File: config.mk
export PLATFORM = sky130hd
export DESIGN_NAME = axis_iter_divider
export DESIGN_NICKNAME = d
export VERILOG_FILES = /design/src/rtl/axis_iter_divider.sv
export SDC_FILE = /design/constraint.sdc
export NUM_CORES = 1
export LEC_CHECK = 0
export CORE_UTILIZATION = 45
export CTS_CLUSTER_DIAMETER = 40
export DETAILED_ROUTE_END_ITERATION = 12
export GPL_ROUTABILITY_DRIVEN = 0
export PLACE_DENSITY = 0.7
export SLEW_MARGIN = 25
export SYNTH_ARGS = -nofsm -noshare
export SYNTH_HDL_FRONTEND = slang
export SYNTH_SLANG_ARGS = --single-unit
File: constraint.sdc
create_clock -name clk -period 4.3 [get_ports clk]
set_input_delay 1.075 -clock clk [delete_from_list [all_inputs] [get_ports clk]]
set_output_delay 1.075 -clock clk [all_outputs]
set_load 0.05 [all_outputs]
File: src/rtl/axis_iter_divider.sv
// axis_iter_divider: multi-cycle radix-2 restoring divider, responder end of
// the divisor/dividend/dout stream handshake.
//   clk, resetn                 clock, async active-low reset
//   s_axis_divisor_*            divisor channel  (tdata/tvalid/tready)
//   s_axis_dividend_*           dividend channel (tdata/tvalid/tready)
//   m_axis_dout_tdata           {quotient, remainder}
//   m_axis_dout_tvalid          single-cycle result pulse, no back-pressure
module axis_iter_divider #(
  parameter int WIDTH  = 32,
  parameter bit SIGNED = 1'b1
) (
  input  logic               clk,
  input  logic               resetn,
  input  logic [WIDTH-1:0]   s_axis_divisor_tdata,
  input  logic               s_axis_divisor_tvalid,
  output logic               s_axis_divisor_tready,
  input  logic [WIDTH-1:0]   s_axis_dividend_tdata,
  input  logic               s_axis_dividend_tvalid,
  output logic               s_axis_dividend_tready,
  output logic [2*WIDTH-1:0] m_axis_dout_tdata,
  output logic               m_axis_dout_tvalid
);

  localparam int CW = (WIDTH > 1) ? $clog2(WIDTH) : 1;

  typedef enum logic [2:0] {
    S_IDLE,
    S_PREP,
    S_ITER,
    S_FIX,
    S_DONE
  } state_t;

  state_t               state_q;
  logic                 dvs_got_q, dnd_got_q;
  logic [WIDTH-1:0]     dvs_raw_q, dnd_raw_q;
  logic [WIDTH-1:0]     dvs_mag_q, quo_q, rem_q;
  logic [CW-1:0]        cnt_q;
  logic                 qneg_q, rneg_q, dz_q;
  logic [2*WIDTH-1:0]   dout_q;
  logic                 valid_q;

  logic                 dvs_hs, dnd_hs;
  logic                 dvs_neg, dnd_neg;
  logic [WIDTH:0]       shifted, trial;

  assign s_axis_divisor_tready  = (state_q == S_IDLE) && !dvs_got_q;
  assign s_axis_dividend_tready = (state_q == S_IDLE) && !dnd_got_q;
  assign dvs_hs = s_axis_divisor_tvalid  && s_axis_divisor_tready;
  assign dnd_hs = s_axis_dividend_tvalid && s_axis_dividend_tready;

  assign dvs_neg = SIGNED && dvs_raw_q[WIDTH-1];
  assign dnd_neg = SIGNED && dnd_raw_q[WIDTH-1];

  // {partial remainder, next dividend bit}; a negative trial shows up in bit WIDTH
  assign shifted = {rem_q, quo_q[WIDTH-1]};
  assign trial   = shifted - {1'b0, dvs_mag_q};

  assign m_axis_dout_tdata  = dout_q;
  assign m_axis_dout_tvalid = valid_q;

  always_ff @(posedge clk or negedge resetn) begin
    if (!resetn) begin
      state_q   <= S_IDLE;
      dvs_got_q <= 1'b0;
      dnd_got_q <= 1'b0;
      dvs_raw_q <= '0;
      dnd_raw_q <= '0;
      dvs_mag_q <= '0;
      quo_q     <= '0;
      rem_q     <= '0;
      cnt_q     <= '0;
      qneg_q    <= 1'b0;
      rneg_q    <= 1'b0;
      dz_q      <= 1'b0;
      dout_q    <= '0;
      valid_q   <= 1'b0;
    end else begin
      valid_q <= 1'b0;
      case (state_q)
        S_IDLE: begin
          if (dvs_hs) begin
            dvs_raw_q <= s_axis_divisor_tdata;
            dvs_got_q <= 1'b1;
          end
          if (dnd_hs) begin
            dnd_raw_q <= s_axis_dividend_tdata;
            dnd_got_q <= 1'b1;
          end
          if ((dvs_got_q || dvs_hs) && (dnd_got_q || dnd_hs))
            state_q <= S_PREP;
        end
        S_PREP: begin
          qneg_q    <= dnd_neg ^ dvs_neg;
          rneg_q    <= dnd_neg;
          dz_q      <= (dvs_raw_q == '0);
          quo_q     <= dnd_neg ? -dnd_raw_q : dnd_raw_q;
          dvs_mag_q <= dvs_neg ? -dvs_raw_q : dvs_raw_q;
          rem_q     <= '0;
          cnt_q     <= CW'(WIDTH - 1);
          state_q   <= S_ITER;
        end
        S_ITER: begin
          if (!trial[WIDTH]) begin
            rem_q <= trial[WIDTH-1:0];
            quo_q <= {quo_q[WIDTH-2:0], 1'b1};
          end else begin
            rem_q <= shifted[WIDTH-1:0];
            quo_q <= {quo_q[WIDTH-2:0], 1'b0};
          end
          cnt_q <= cnt_q - CW'(1);
          if (cnt_q == '0)
            state_q <= S_FIX;
        end
        S_FIX: begin
          // divide-by-zero returns the dividend as given, bypassing sign fix-up
          if (dz_q)
            dout_q <= {{WIDTH{1'b1}}, dnd_raw_q};
          else
            dout_q <= {(qneg_q ? -quo_q : quo_q), (rneg_q ? -rem_q : rem_q)};
          valid_q <= 1'b1;
          state_q <= S_DONE;
        end
        S_DONE: begin
          dvs_got_q <= 1'b0;
          dnd_got_q <= 1'b0;
          state_q   <= S_IDLE;
        end
        default: state_q <= S_IDLE;
      endcase
    end
  end

endmodule
==> reports/metrics.yaml <==
floorplanning:
  fp-row-count: 63
  die_area_um2: 31000
  fp.dieH_um: 176
  dieWidth_um: 176
  ios: 135
  initial_core_util_pct: 45.9
  design.core.area_um2: 29700
worst_setup_path:
  regToRegStartpoint: "rem_q[10]$_DFFE_PN0P_"
  worstPathArrival_ns: 4.12
  cp_slowest_cell: "a221oi_1"
  cpMostUsedCell: "o21ai_0"
  crit_buf_inv: 1
  rr_endpoint: "rem_q[13]$_DFFE_PN0P_"
  critPathTopFamily: "compound AO/OA/AOI/OAI gates"
  cp-start-kind: "flip-flop"
  rr_worst_depth: 11
  crit_path_max_fanout: 10
  cp-end-kind: "flip-flop"
  required_ns: 4.64
  cp_cell_sequence: "ha_1 -> a21oi_1 -> o21ai_0 -> a221oi_1 -> o21ai_0 -> a41o_1 -> a221oi_1 -> xnor2_4 -> buf_4 -> mux2i_1 -> o21ai_0"
  crit_start: "rem_q[10]$_DFFE_PN0P_"
  critical_path_class: "reg -> reg"
  slowest_delay_ns: 0.57
  r2r_setup_slack_ns: 0.52
clock_network:
  cts-htree-levels: 2
  cts_tree: "done"
  cts_buffer_depth: 3
  postCtsSetupBuffers: 0
  cts_hold_buf: 0
  numClockSinks: 238
  clock_latency_ns: 0.52
  path_clk_slew_ns: 0.05
  cts-resized-gates: 0
  cts_buffers: 38
  root_buffer: "clkbuf_16"
power_and_ir_drop:
  peakVddDrop_mv: 0.472
  powerDensity_nw_per_um2: 910
  p_leak_uw: 0.00730
synth:
  synthCells: 1470
  yosysUniqueCellTypes: 66
  netlist_area_um2: 13600
  synth_edf_count: 0
  synth_nets: 1577
  avgSynthCellArea_um2: 9.28
  yosysWarnings: 0
  dominantRegCellSynth: "dfrtp_1"
  ys_ff_latch: 238
  synthArstFlopShare_pct: 100
  yosysSeqAreaShare_pct: 43.7
global_routing:
  grt.overflow.total: 0
  grt_usage_pct: 22.0
  antenna_found_initial: 0
  grt_pass1_vias: 10675
  grt_max_degree: 109
  grt_pass1_wl_um: 55000
routing:
  wl_per_cell_um: 16.8
  ant_nets: 0
  via_per_inst: 5.57
  dr_wl_met3_um: 1670
  first_iter_violations: 749
  vias: 11164
  top_layer: "met4"
  met2_length_um: 15600
  wl_met1_um: 15800
  drc: 0
  finalWirelength_um: 33700
  dr.pass1.iters: 4
sta:
  whs_ns: 0.469
  setup_viol: 0
  fmax_ghz: 0.265
  timing.final.crit_period_ns: 3.78
  setup_tns_ns: 0
  hold_violations: 0
  fin_skew_ns: 0.0253
  slew_viol_final: 0
  worst_pin_slew_ns: 0.953
  slew_headroom_pct: 36.5
  min_period_over_period_pct: 87.9
  rsz0062_at_grt: "false"
outcome:
  status: "complete, no violations"
min_path:
  holdPathStages: 2
  hold_path_class: "reg -> reg"
  hp-start: "m_axis_dout_tdata[63]$_DFFE_PN0P_"
  whs_endpoint: "m_axis_dout_tdata[63]$_DFFE_PN0P_"
final_layout:
  antenna_cells: 0
  fin_cells: 2003
  final_common_cell: "dfrtp_1"
  layout_common_cells: "dfrtp_1 (235), nand2_1 (186), o21ai_0 (179), clkdlybuf4s50_1 (133), xor2_1 (106)"
  area_growth_pct: 22.6
  final_net_count: 1693
  drive_gt1_share_pct: 10.6
place:
  port_buffers: 134
  dp_cells: 1936
  post-dp-hpwl_um: 24300
run:
  drv_cap: 0
==> synthesized netlist by cell type (all sizes together), types with 6 or more instances <==
cell type | number | area share, %
a31oi | 8 | 0.37
nor2b | 9 | 0.41
xor2 | 106 | 6.8
a21oi | 96 | 3.5
o21a | 6 | 0.33
a22oi | 31 | 1.7
nor3 | 12 | 0.44
nor2 | 89 | 2.4
inv | 57 | 1.6
dfrtp | 238 | 44
or4 | 25 | 1.5
o31ai | 31 | 1.7
nand4 | 7 | 0.32
o41ai | 17 | 1.1
a21o | 12 | 0.66
xnor2 | 39 | 2.6
nor4 | 6 | 0.28
nand2 | 186 | 5.1
mux2 | 65 | 5.4
buf | 14 | 0.40
clkbuf | 65 | 1.8
nand3 | 12 | 0.44
ha | 38 | 3.5
o21ai | 181 | 6.6
mux2i | 33 | 2.4
or3 | 15 | 0.69
nand2b | 8 | 0.37
==> final cells by class <==
class,instances,area (um^2)
inverters,58,218
well taps,390,488
flip-flops and latches,238,5960
fillers,2588,13000
clock buffers,45,1020
multi-input cells,1095,7200
repair buffers,155,1530
clock inverters,22,313
==> routing by layer <==
metal  global-route usage (%)  vias to the layer above
met5                        0                        -
met4                     5.18                        0
met3                     3.29                       49
met2                     36.3                      288
met1                     30.3                     5364
li1                         -                     5463
==> kinds of logic (layout without fill, tap and decap cells) <==
family,after synthesis,count (layout),share of synthesized area (%)
XOR/XNOR,145,145,9.36
AND/OR/NAND/NOR,387,387,12.9
AO/OA/AOI/OAI,426,426,18.9
multiplexers,98,98,7.79
buffers and inverters,137,280,3.79
adder cells (fa/ha/maj),39,39,3.63
flip-flops,238,238,43.7
==> registers in the layout, summed over array words and instances (netlist names) <==
register	count
dvs_mag_q	32
rneg_q	1
m_axis_dout_tvalid	1
qneg_q	1
cnt_q	5
dz_q	1
dvs_raw_q	32
dnd_raw_q	32
rem_q	32
dvs_got_q	1
state_q	3
quo_q	32
dnd_got_q	1
m_axis_dout_tdata	64
==> worst max path at each step <==
stage,to,cells after the start,slack (ns)
finish,rem_q[13]$_DFFE_PN0P_,11,0.52
detailed placement,rem_q[13]$_DFFE_PN0P_,11,0.61
CTS,rem_q[13]$_DFFE_PN0P_,11,0.59
global route,rem_q[13]$_DFFE_PN0P_,11,0.37
global placement,rem_q[11]$_DFFE_PN0P_,11,0.75
floorplan,dvs_mag_q[29]$_DFFE_PN0P_,9,0.91
==> worst min-delay path, delay by kind of cell (launching register included) <==
kind / cells / cell delay (ns)
simple gates: 2 / 0.10
flops: 1 / 0.33
==> power by group <==
part	leakage, uW	total [uW]	internal, uW	switching [uW]
Clock	0.000645	3170	2070	1100
Sequential	0.00294	4450	3200	1250
Combinational	0.00372	7600	3160	4440
Total	0.00730	15200	8440	6790
==> through the flow <==
stage | setup slack (ns) | area [um^2] | utilization, % | power [uW]
after floorplan | 0.911 | 13600 | - | 9860
after global placement | 0.755 | 15400 | 51.8 | 11800
after detailed placement | 0.605 | 15400 | 51.8 | 12000
after CTS | 0.593 | 16700 | 56.3 | 15300
after global routing | 0.370 | 16700 | 56.3 | 16300
final | 0.521 | 16700 | 56.3 | 15200
No activity file was read; power rests on OpenSTA's default activity.
